File: src/rtl/sram_ctrl_pkg.sv
// Shared types for the SRAM ownership controllers: owner encoding, FSM states
// and the drain-counter sizing derived from the largest supported read latency.
package sram_ctrl_pkg;

    typedef enum logic {
        CORE = 1'b0,
        HOST = 1'b1
    } owner_e;

    typedef enum logic [1:0] {
        OWN_HOST = 2'd0,
        OWN_CORE = 2'd1,
        DRAIN    = 2'd2
    } state_e;

    localparam int RD_LAT_MAX = 4;
    localparam int DCNT_W     = $clog2(RD_LAT_MAX + 1);

endpackage

File: src/rtl/sram_access_ctrl_if.sv
// Bus bundle for one SRAM macro: host request port, core request port and the
// macro pins. The master side is the requesters plus the macro model.
interface sram_access_ctrl_if #(
    parameter int DW = 32,
    parameter int AW = 7
);
    logic [DW-1:0] host_d;
    logic [AW-1:0] host_addr;
    logic          host_cen;
    logic          host_wen;
    logic [DW-1:0] host_q;
    logic          host_q_valid;

    logic [DW-1:0] core_d;
    logic [AW-1:0] core_addr;
    logic          core_cen;
    logic          core_wen;
    logic [DW-1:0] core_q;
    logic          core_q_valid;

    logic [DW-1:0] sram_d;
    logic [AW-1:0] sram_addr;
    logic          sram_cen;
    logic          sram_wen;
    logic [DW-1:0] sram_q;

    modport master (
        output host_d, host_addr, host_cen, host_wen,
        input  host_q, host_q_valid,
        output core_d, core_addr, core_cen, core_wen,
        input  core_q, core_q_valid,
        input  sram_d, sram_addr, sram_cen, sram_wen,
        output sram_q
    );

    modport slave (
        input  host_d, host_addr, host_cen, host_wen,
        output host_q, host_q_valid,
        input  core_d, core_addr, core_cen, core_wen,
        output core_q, core_q_valid,
        output sram_d, sram_addr, sram_cen, sram_wen,
        input  sram_q
    );
endinterface

File: src/rtl/sram_access_ctrl_rd_tag_pipe.sv
// Read-tag delay line: carries {valid, owner} alongside the macro's read
// latency so returning data can be steered to the port that issued the read.
module rd_tag_pipe
    import sram_ctrl_pkg::*;
#(
    parameter int RD_LAT = 1
) (
    input  logic   clk,
    input  logic   reset,
    input  logic   push_vld,
    input  owner_e push_tag,
    output logic   pop_vld,
    output owner_e pop_tag
);
    logic [RD_LAT-1:0] vld_p;
    owner_e            tag_p [RD_LAT];

    always_ff @(posedge clk) begin
        if (reset) begin
            vld_p <= '0;
        end else begin
            vld_p[0] <= push_vld;
            for (int i = 1; i < RD_LAT; i++) begin
                vld_p[i] <= vld_p[i-1];
            end
        end
    end

    // Tags need no reset: they are only observed when the matching valid is set.
    always_ff @(posedge clk) begin
        tag_p[0] <= push_tag;
        for (int i = 1; i < RD_LAT; i++) begin
            tag_p[i] <= tag_p[i-1];
        end
    end

    assign pop_vld = vld_p[RD_LAT-1];
    assign pop_tag = tag_p[RD_LAT-1];
endmodule

File: src/rtl/sram_access_ctrl.sv
// Ownership controller for one single-port SRAM shared by host and core; an
// ownership change drains in-flight reads so data returns to its requester.
module sram_access_ctrl
    import sram_ctrl_pkg::*;
#(
    parameter int DW     = 32,
    parameter int AW     = 7,
    parameter int RD_LAT = 1,
    parameter int CW     = 8
) (
    input  logic              clk,
    input  logic              reset,
    input  logic              host_sel,
    output logic              owner,
    output logic              busy,
    output logic              switch_done,
    output logic [CW-1:0]     drop_cnt,
    sram_access_ctrl_if.slave bus
);
    state_e            state, state_nxt;
    logic [DCNT_W-1:0] dcnt;
    owner_e            owner_q;
    logic              switch_done_q;
    logic [CW-1:0]     drop_q;
    logic [AW-1:0]     hold_addr;
    logic [DW-1:0]     hold_d;

    logic              own_host, own_cen, own_wen, oth_req;
    logic              sram_cen, sram_wen;
    logic [AW-1:0]     sram_addr;
    logic [DW-1:0]     sram_d;
    logic [1:0]        drop_n;
    logic              push_vld, pop_vld;
    owner_e            pop_tag;
    logic              host_vld, core_vld;

    function automatic logic [CW-1:0] sat_add(input logic [CW-1:0] a, input logic [1:0] b);
        logic [CW:0] s;
        s = {1'b0, a} + (CW+1)'(b);
        return s[CW] ? {CW{1'b1}} : s[CW-1:0];
    endfunction

    always_ff @(posedge clk) begin
        if (reset) begin
            state         <= OWN_HOST;
            dcnt          <= '0;
            owner_q       <= HOST;
            switch_done_q <= 1'b0;
        end else begin
            state <= state_nxt;
            if (state != DRAIN && state_nxt == DRAIN) begin
                dcnt <= DCNT_W'(RD_LAT);
            end else if (state == DRAIN) begin
                dcnt <= dcnt - DCNT_W'(1);
            end
            if (state_nxt == OWN_HOST) begin
                owner_q <= HOST;
            end else if (state_nxt == OWN_CORE) begin
                owner_q <= CORE;
            end
            // A drain that ends back on the old owner is not a switch.
            switch_done_q <= (state == DRAIN) && (state_nxt != DRAIN)
                             && (owner_e'(host_sel) != owner_q);
        end
    end

    always_comb begin
        state_nxt = state;
        unique case (state)
            OWN_HOST: if (!host_sel) state_nxt = DRAIN;
            OWN_CORE: if (host_sel) state_nxt = DRAIN;
            DRAIN:    if (dcnt == DCNT_W'(1)) state_nxt = host_sel ? OWN_HOST : OWN_CORE;
            default:  state_nxt = OWN_HOST;
        endcase
    end

    always_comb begin
        own_host  = (owner_q == HOST);
        own_cen   = own_host ? bus.host_cen : bus.core_cen;
        own_wen   = own_host ? bus.host_wen : bus.core_wen;
        oth_req   = own_host ? !bus.core_cen : !bus.host_cen;
        sram_cen  = 1'b1;
        sram_wen  = 1'b1;
        sram_addr = hold_addr;
        sram_d    = hold_d;
        drop_n    = 2'd0;
        push_vld  = 1'b0;
        if (reset) begin
            sram_addr = '0;
            sram_d    = '0;
        end else if (state == DRAIN) begin
            drop_n = 2'(!bus.host_cen) + 2'(!bus.core_cen);
        end else begin
            sram_cen  = own_cen;
            sram_wen  = own_wen;
            sram_addr = own_host ? bus.host_addr : bus.core_addr;
            sram_d    = own_host ? bus.host_d : bus.core_d;
            drop_n    = 2'(oth_req);
            push_vld  = !own_cen && own_wen;
        end
    end

    // Every DRAIN is preceded by an owned cycle, so the hold registers are
    // always loaded before they are driven onto the macro.
    always_ff @(posedge clk) begin
        if (state != DRAIN) begin
            hold_addr <= sram_addr;
            hold_d    <= sram_d;
        end
    end

    always_ff @(posedge clk) begin
        if (reset) begin
            drop_q <= '0;
        end else begin
            drop_q <= sat_add(drop_q, drop_n);
        end
    end

    rd_tag_pipe #(.RD_LAT(RD_LAT)) u_rd_tag_pipe (
        .clk      (clk),
        .reset    (reset),
        .push_vld (push_vld),
        .push_tag (owner_q),
        .pop_vld  (pop_vld),
        .pop_tag  (pop_tag)
    );

    assign host_vld         = pop_vld && (pop_tag == HOST);
    assign core_vld         = pop_vld && (pop_tag == CORE);
    assign bus.host_q_valid = host_vld;
    assign bus.core_q_valid = core_vld;
    assign bus.host_q       = host_vld ? bus.sram_q : '0;
    assign bus.core_q       = core_vld ? bus.sram_q : '0;

    assign bus.sram_cen  = sram_cen;
    assign bus.sram_wen  = sram_wen;
    assign bus.sram_addr = sram_addr;
    assign bus.sram_d    = sram_d;

    assign owner       = owner_q;
    assign busy        = (state == DRAIN);
    assign switch_done = switch_done_q;
    assign drop_cnt    = drop_q;
endmodule

File: src/flat_wrapper.sv
// flat-port wrapper written by rule: the top's interface ports become plain ports
module sram_access_ctrl_flat import sram_ctrl_pkg::*;
#(
    parameter int DW     = 32,
    parameter int AW     = 7,
    parameter int RD_LAT = 1,
    parameter int CW     = 8
)
  (clk, reset, host_sel, owner, busy, switch_done, drop_cnt, bus_host_d, bus_host_addr, bus_host_cen, bus_host_wen, bus_host_q, bus_host_q_valid, bus_core_d, bus_core_addr, bus_core_cen, bus_core_wen, bus_core_q, bus_core_q_valid, bus_sram_d, bus_sram_addr, bus_sram_cen, bus_sram_wen, bus_sram_q);
  sram_access_ctrl_if #(.DW(DW), .AW(AW)) bus_i ();
  input  logic clk;
  input  logic reset;
  input  logic host_sel;
  output logic owner;
  output logic busy;
  output logic switch_done;
  output logic [CW-1:0] drop_cnt;
  input wire logic [$bits(bus_i.host_d)-1:0] bus_host_d;
  input wire logic [$bits(bus_i.host_addr)-1:0] bus_host_addr;
  input wire logic [$bits(bus_i.host_cen)-1:0] bus_host_cen;
  input wire logic [$bits(bus_i.host_wen)-1:0] bus_host_wen;
  output wire logic [$bits(bus_i.host_q)-1:0] bus_host_q;
  output wire logic [$bits(bus_i.host_q_valid)-1:0] bus_host_q_valid;
  input wire logic [$bits(bus_i.core_d)-1:0] bus_core_d;
  input wire logic [$bits(bus_i.core_addr)-1:0] bus_core_addr;
  input wire logic [$bits(bus_i.core_cen)-1:0] bus_core_cen;
  input wire logic [$bits(bus_i.core_wen)-1:0] bus_core_wen;
  output wire logic [$bits(bus_i.core_q)-1:0] bus_core_q;
  output wire logic [$bits(bus_i.core_q_valid)-1:0] bus_core_q_valid;
  output wire logic [$bits(bus_i.sram_d)-1:0] bus_sram_d;
  output wire logic [$bits(bus_i.sram_addr)-1:0] bus_sram_addr;
  output wire logic [$bits(bus_i.sram_cen)-1:0] bus_sram_cen;
  output wire logic [$bits(bus_i.sram_wen)-1:0] bus_sram_wen;
  input wire logic [$bits(bus_i.sram_q)-1:0] bus_sram_q;
  assign bus_i.host_d = bus_host_d;
  assign bus_i.host_addr = bus_host_addr;
  assign bus_i.host_cen = bus_host_cen;
  assign bus_i.host_wen = bus_host_wen;
  assign bus_host_q = bus_i.host_q;
  assign bus_host_q_valid = bus_i.host_q_valid;
  assign bus_i.core_d = bus_core_d;
  assign bus_i.core_addr = bus_core_addr;
  assign bus_i.core_cen = bus_core_cen;
  assign bus_i.core_wen = bus_core_wen;
  assign bus_core_q = bus_i.core_q;
  assign bus_core_q_valid = bus_i.core_q_valid;
  assign bus_sram_d = bus_i.sram_d;
  assign bus_sram_addr = bus_i.sram_addr;
  assign bus_sram_cen = bus_i.sram_cen;
  assign bus_sram_wen = bus_i.sram_wen;
  assign bus_i.sram_q = bus_sram_q;
  sram_access_ctrl #(.DW(DW), .AW(AW), .RD_LAT(RD_LAT), .CW(CW)) u_core (.clk(clk), .reset(reset), .host_sel(host_sel), .owner(owner), .busy(busy), .switch_done(switch_done), .drop_cnt(drop_cnt), .bus(bus_i));
endmodule
File: config.mk
export PLATFORM = sky130hd
export DESIGN_NAME = sram_access_ctrl_flat
export DESIGN_NICKNAME = d
export VERILOG_FILES = /design/src/rtl/sram_ctrl_pkg.sv /design/src/rtl/sram_access_ctrl_if.sv /design/src/rtl/sram_access_ctrl_rd_tag_pipe.sv /design/src/rtl/sram_access_ctrl.sv /design/src/flat_wrapper.sv
export SDC_FILE = /design/constraint.sdc
export NUM_CORES = 1
export LEC_CHECK = 0
export ABC_AREA = 1
export BUFFER_PORTS_ARGS = -buffer_cell sky130_fd_sc_hd__clkbuf_2
export CAP_MARGIN = 20
export CORE_MARGIN = 8
export CORE_UTILIZATION = 39
export CTS_CLUSTER_DIAMETER = 80
export DETAILED_ROUTE_END_ITERATION = 10
export PLACE_DENSITY = 0.78
export SLEW_MARGIN = 20
export SYNTH_ARGS = -nofsm -noshare
export SYNTH_HDL_FRONTEND = slang
export SYNTH_SLANG_ARGS = --single-unit
File: constraint.sdc
create_clock -name clk -period 2.5 [get_ports clk]
set_input_delay 0.125 -clock clk [delete_from_list [all_inputs] [get_ports clk]]
set_output_delay 0.125 -clock clk [all_outputs]
set_load 0.005 [all_outputs]
==> impl_metrics.ini <==
[power]
switching_share = 0.290
power_mw = 2.38
p_seq_frac = 0.499
leakagePower_nw = 2.64
power.share.clock = 0.247
power.density_nw_per_um2 = 482
p_int_mw = 1.69
p_sw_mw = 0.689
combPwrFrac = 0.254
ir_drop_v = 0.000227

[clocking]
cts.sinks = 56
hold_buffers = 0
cts.path.max_buffers = 2
htree_levels = 2
ctsResizeCount = 0
cts_setup_buffers = 0
clkLatencyLatePin_ns = 0.30
numCtsBuffers = 5
clkTransAtPathRegs_ns = 0.10
clockRootBuffer = clkbuf_8
cts_tree = yes

[min_path]
hp-class = in2reg
hp-start = reset

[grt]
antenna_found_initial = 0
grt_usage = 0.183
first_global_vias = 4038
grt_pass1_wl_mm = 19.2
grt_overflow = 0
grt_max_degree = 48

[floorplan]
core-area_um2 = 9110
initial_utilization = 0.397
row_count = 35
io_pins = 235
die_area_um2 = 12600
die_w_um = 112
dieHeight_um = 112

[critical_path]
max_stage_delay_ns = 0.38
start_kind = register
path_class = reg2out
crit_chain = buf_4 > inv_1 > buf_4 > nor2_1 > o31ai_2 > clkbuf_2
end_kind = primary output
cp.required_ns = 2.38
cp_max_fo = 41
cp.arrival_ns = 2.09
r2r-start = u_core.state[0]
crit_path_frequent_cell = buf_4
worstSetupStartpoint = u_core.owner
slowest_stage = buf_4

[sta]
finalHoldViolCount = 0
maxSlewViolCount = 0
setup_viol_count_final = 0
relSlewSlack = 0.411
rsz0062_at_grt = no
finClkSkew_ns = 0.0114
holdWs_ns = 0.0775
setup_ws_ns = 0.290
fin_crit_ns = 2.21
tns_ns = 0
min_period_over_period = 0.884
timing.fmax_mhz = 452
worst_pin_slew_ns = 0.883

[routing]
drtIter0Drc = 259
routed_wl_mm = 12.0
via_per_inst = 5.02
drcViolationCount = 0
vias = 3926
dr.pass1.iters = 5
wire_per_inst_um = 15.3
detail-route-antenna-nets = 0

[synthesis]
syn-cell-area_um2 = 3620
ys_top_cells_by_area = edfxtp_1 32%, nor2_1 15%, o31ai_2 12%
yosys.cell_types.count = 28
synth.avg_cell_area_um2 = 8.04
syn_nets = 573
ys_ff_latch = 56
yosysWarnings = 0
synth_cells = 450
synth-seq-area-share = 0.418
synth_area_leader_cell = edfxtp_1
synth.top_cell.area_share = 0.324

[place]
port_buffers = 234
dp_hpwl_mm = 9.69
dp_slack_ns = 0.359
placed_area_um2 = 4830
place_congestion = 0.849

[layout]
final_cell_mix = 234 x clkbuf_2, 149 x nor2_1, 62 x inv_1
drive_gt1_frac = 0.440
final_common_cell = clkbuf_2
diodes = 0
finalNetCount = 793
fin_area_um2 = 4930
fillers = 865
area_growth_pct = 36.3

[job]
drv_cap = 0

[status]
status = finished clean
-- metrics by stage --
step / std cells / utilization
finish: 782 / 0.542
global route: 782 / 0.542
CTS: 782 / 0.542
detailed placement: 774 / 0.530
global placement: 774 / 0.530
floorplan: 450 / -
-- final cells by class --
type                            instances  area, um2  share of cell area
Multi-Input combinational cell        302       1710               0.347
Sequential cell                        56       1510               0.307
Timing Repair Buffer                  241       1220               0.248
Inverter                               64        240              0.0487
Tap cell                              111        139              0.0282
Clock buffer                            6       72.6              0.0147
Clock inverter                          2       35.0             0.00710
-- metal layers --
layer	share of wire	vias up	GRT usage
li1	-	1903	-
met3	0.10	14	0.0585
met4	0.017	0	0.0540
met1	0.38	1771	0.198
met5	0	-	0
met2	0.50	238	0.333
-- cell families (layout without fill, tap and decap cells) --
family                     Yosys count  in the layout  synth area share
AOI/OAI and AO/OA                   51             51             0.160
xor gates and xnor gates             4              4           0.00968
adders and majority gates            6              6            0.0228
buffers and inverters               92            313             0.110
DFF                                 56             56             0.418
muxes                                1              1           0.00277
and+or+nand+nor                    240            240             0.278
-- state kept, by name, indices dropped and copies added, names as in the netlist --
signal / count
u_core.hold_d: 32
u_core.u_rd_tag_pipe.pop_vld: 1
u_core.switch_done: 1
u_core.dcnt: 3
u_core.state: 2
u_core.u_rd_tag_pipe.tag_p: 1
u_core.drop_cnt: 8
u_core.hold_addr: 7
u_core.owner: 1
-- cell usage after synthesis --
cell	count
xnor2_1	1
nand3_1	56
nor2_4	1
o31ai_4	3
nor2_1	149
xor2_1	3
nor4_1	1
dfxtp_1	17
buf_6	3
o21ai_1	1
buf_1	3
o31ai_2	36
nand2_4	2
a21oi_1	5
nand2_1	29
o2111ai_1	1
clkbuf_1	7
nand3_2	1
buf_2	14
buf_8	1
edfxtp_1	39
ha_1	5
o21ai_0	5
inv_1	62
nor2_2	1
mux2i_1	1
fa_1	1
inv_2	2
-- path summary, 6_finish.rpt --
check / endpoint / slack (ns) / cells after the start
setup / recovery: bus_sram_d[6] / 0.29 / 6
hold / removal: u_core.drop_cnt[2] / 0.08 / 2
setup reg to reg: u_core.drop_cnt[3] / 0.29 / 12
hold reg to reg: u_core.u_rd_tag_pipe.tag_p[0] / 0.42 / 0
-- worst max-delay path, delay by kind of cell (launching register included) --
| family | cells | cell delay [ns] |
|---|---|---|
| AOI/OAI and AO/OA | 1 | 0.32 |
| buffers and inverters | 4 | 0.92 |
| DFF | 1 | 0.37 |
| and+or+nand+nor | 1 | 0.11 |
-- power by group through the flow --
stage / logic, mW / clock network (mW) / registers (mW)
after global routing: 0.674 / 0.640 / 1.20
after floorplan: 0.355 / 0 / 1.19
final: 0.604 / 0.587 / 1.19
after detailed placement: 0.615 / 0 / 1.21
after CTS: 0.617 / 0.603 / 1.19
after global placement: 0.595 / 0 / 1.20
No activity file was read; power rests on OpenSTA's default activity.
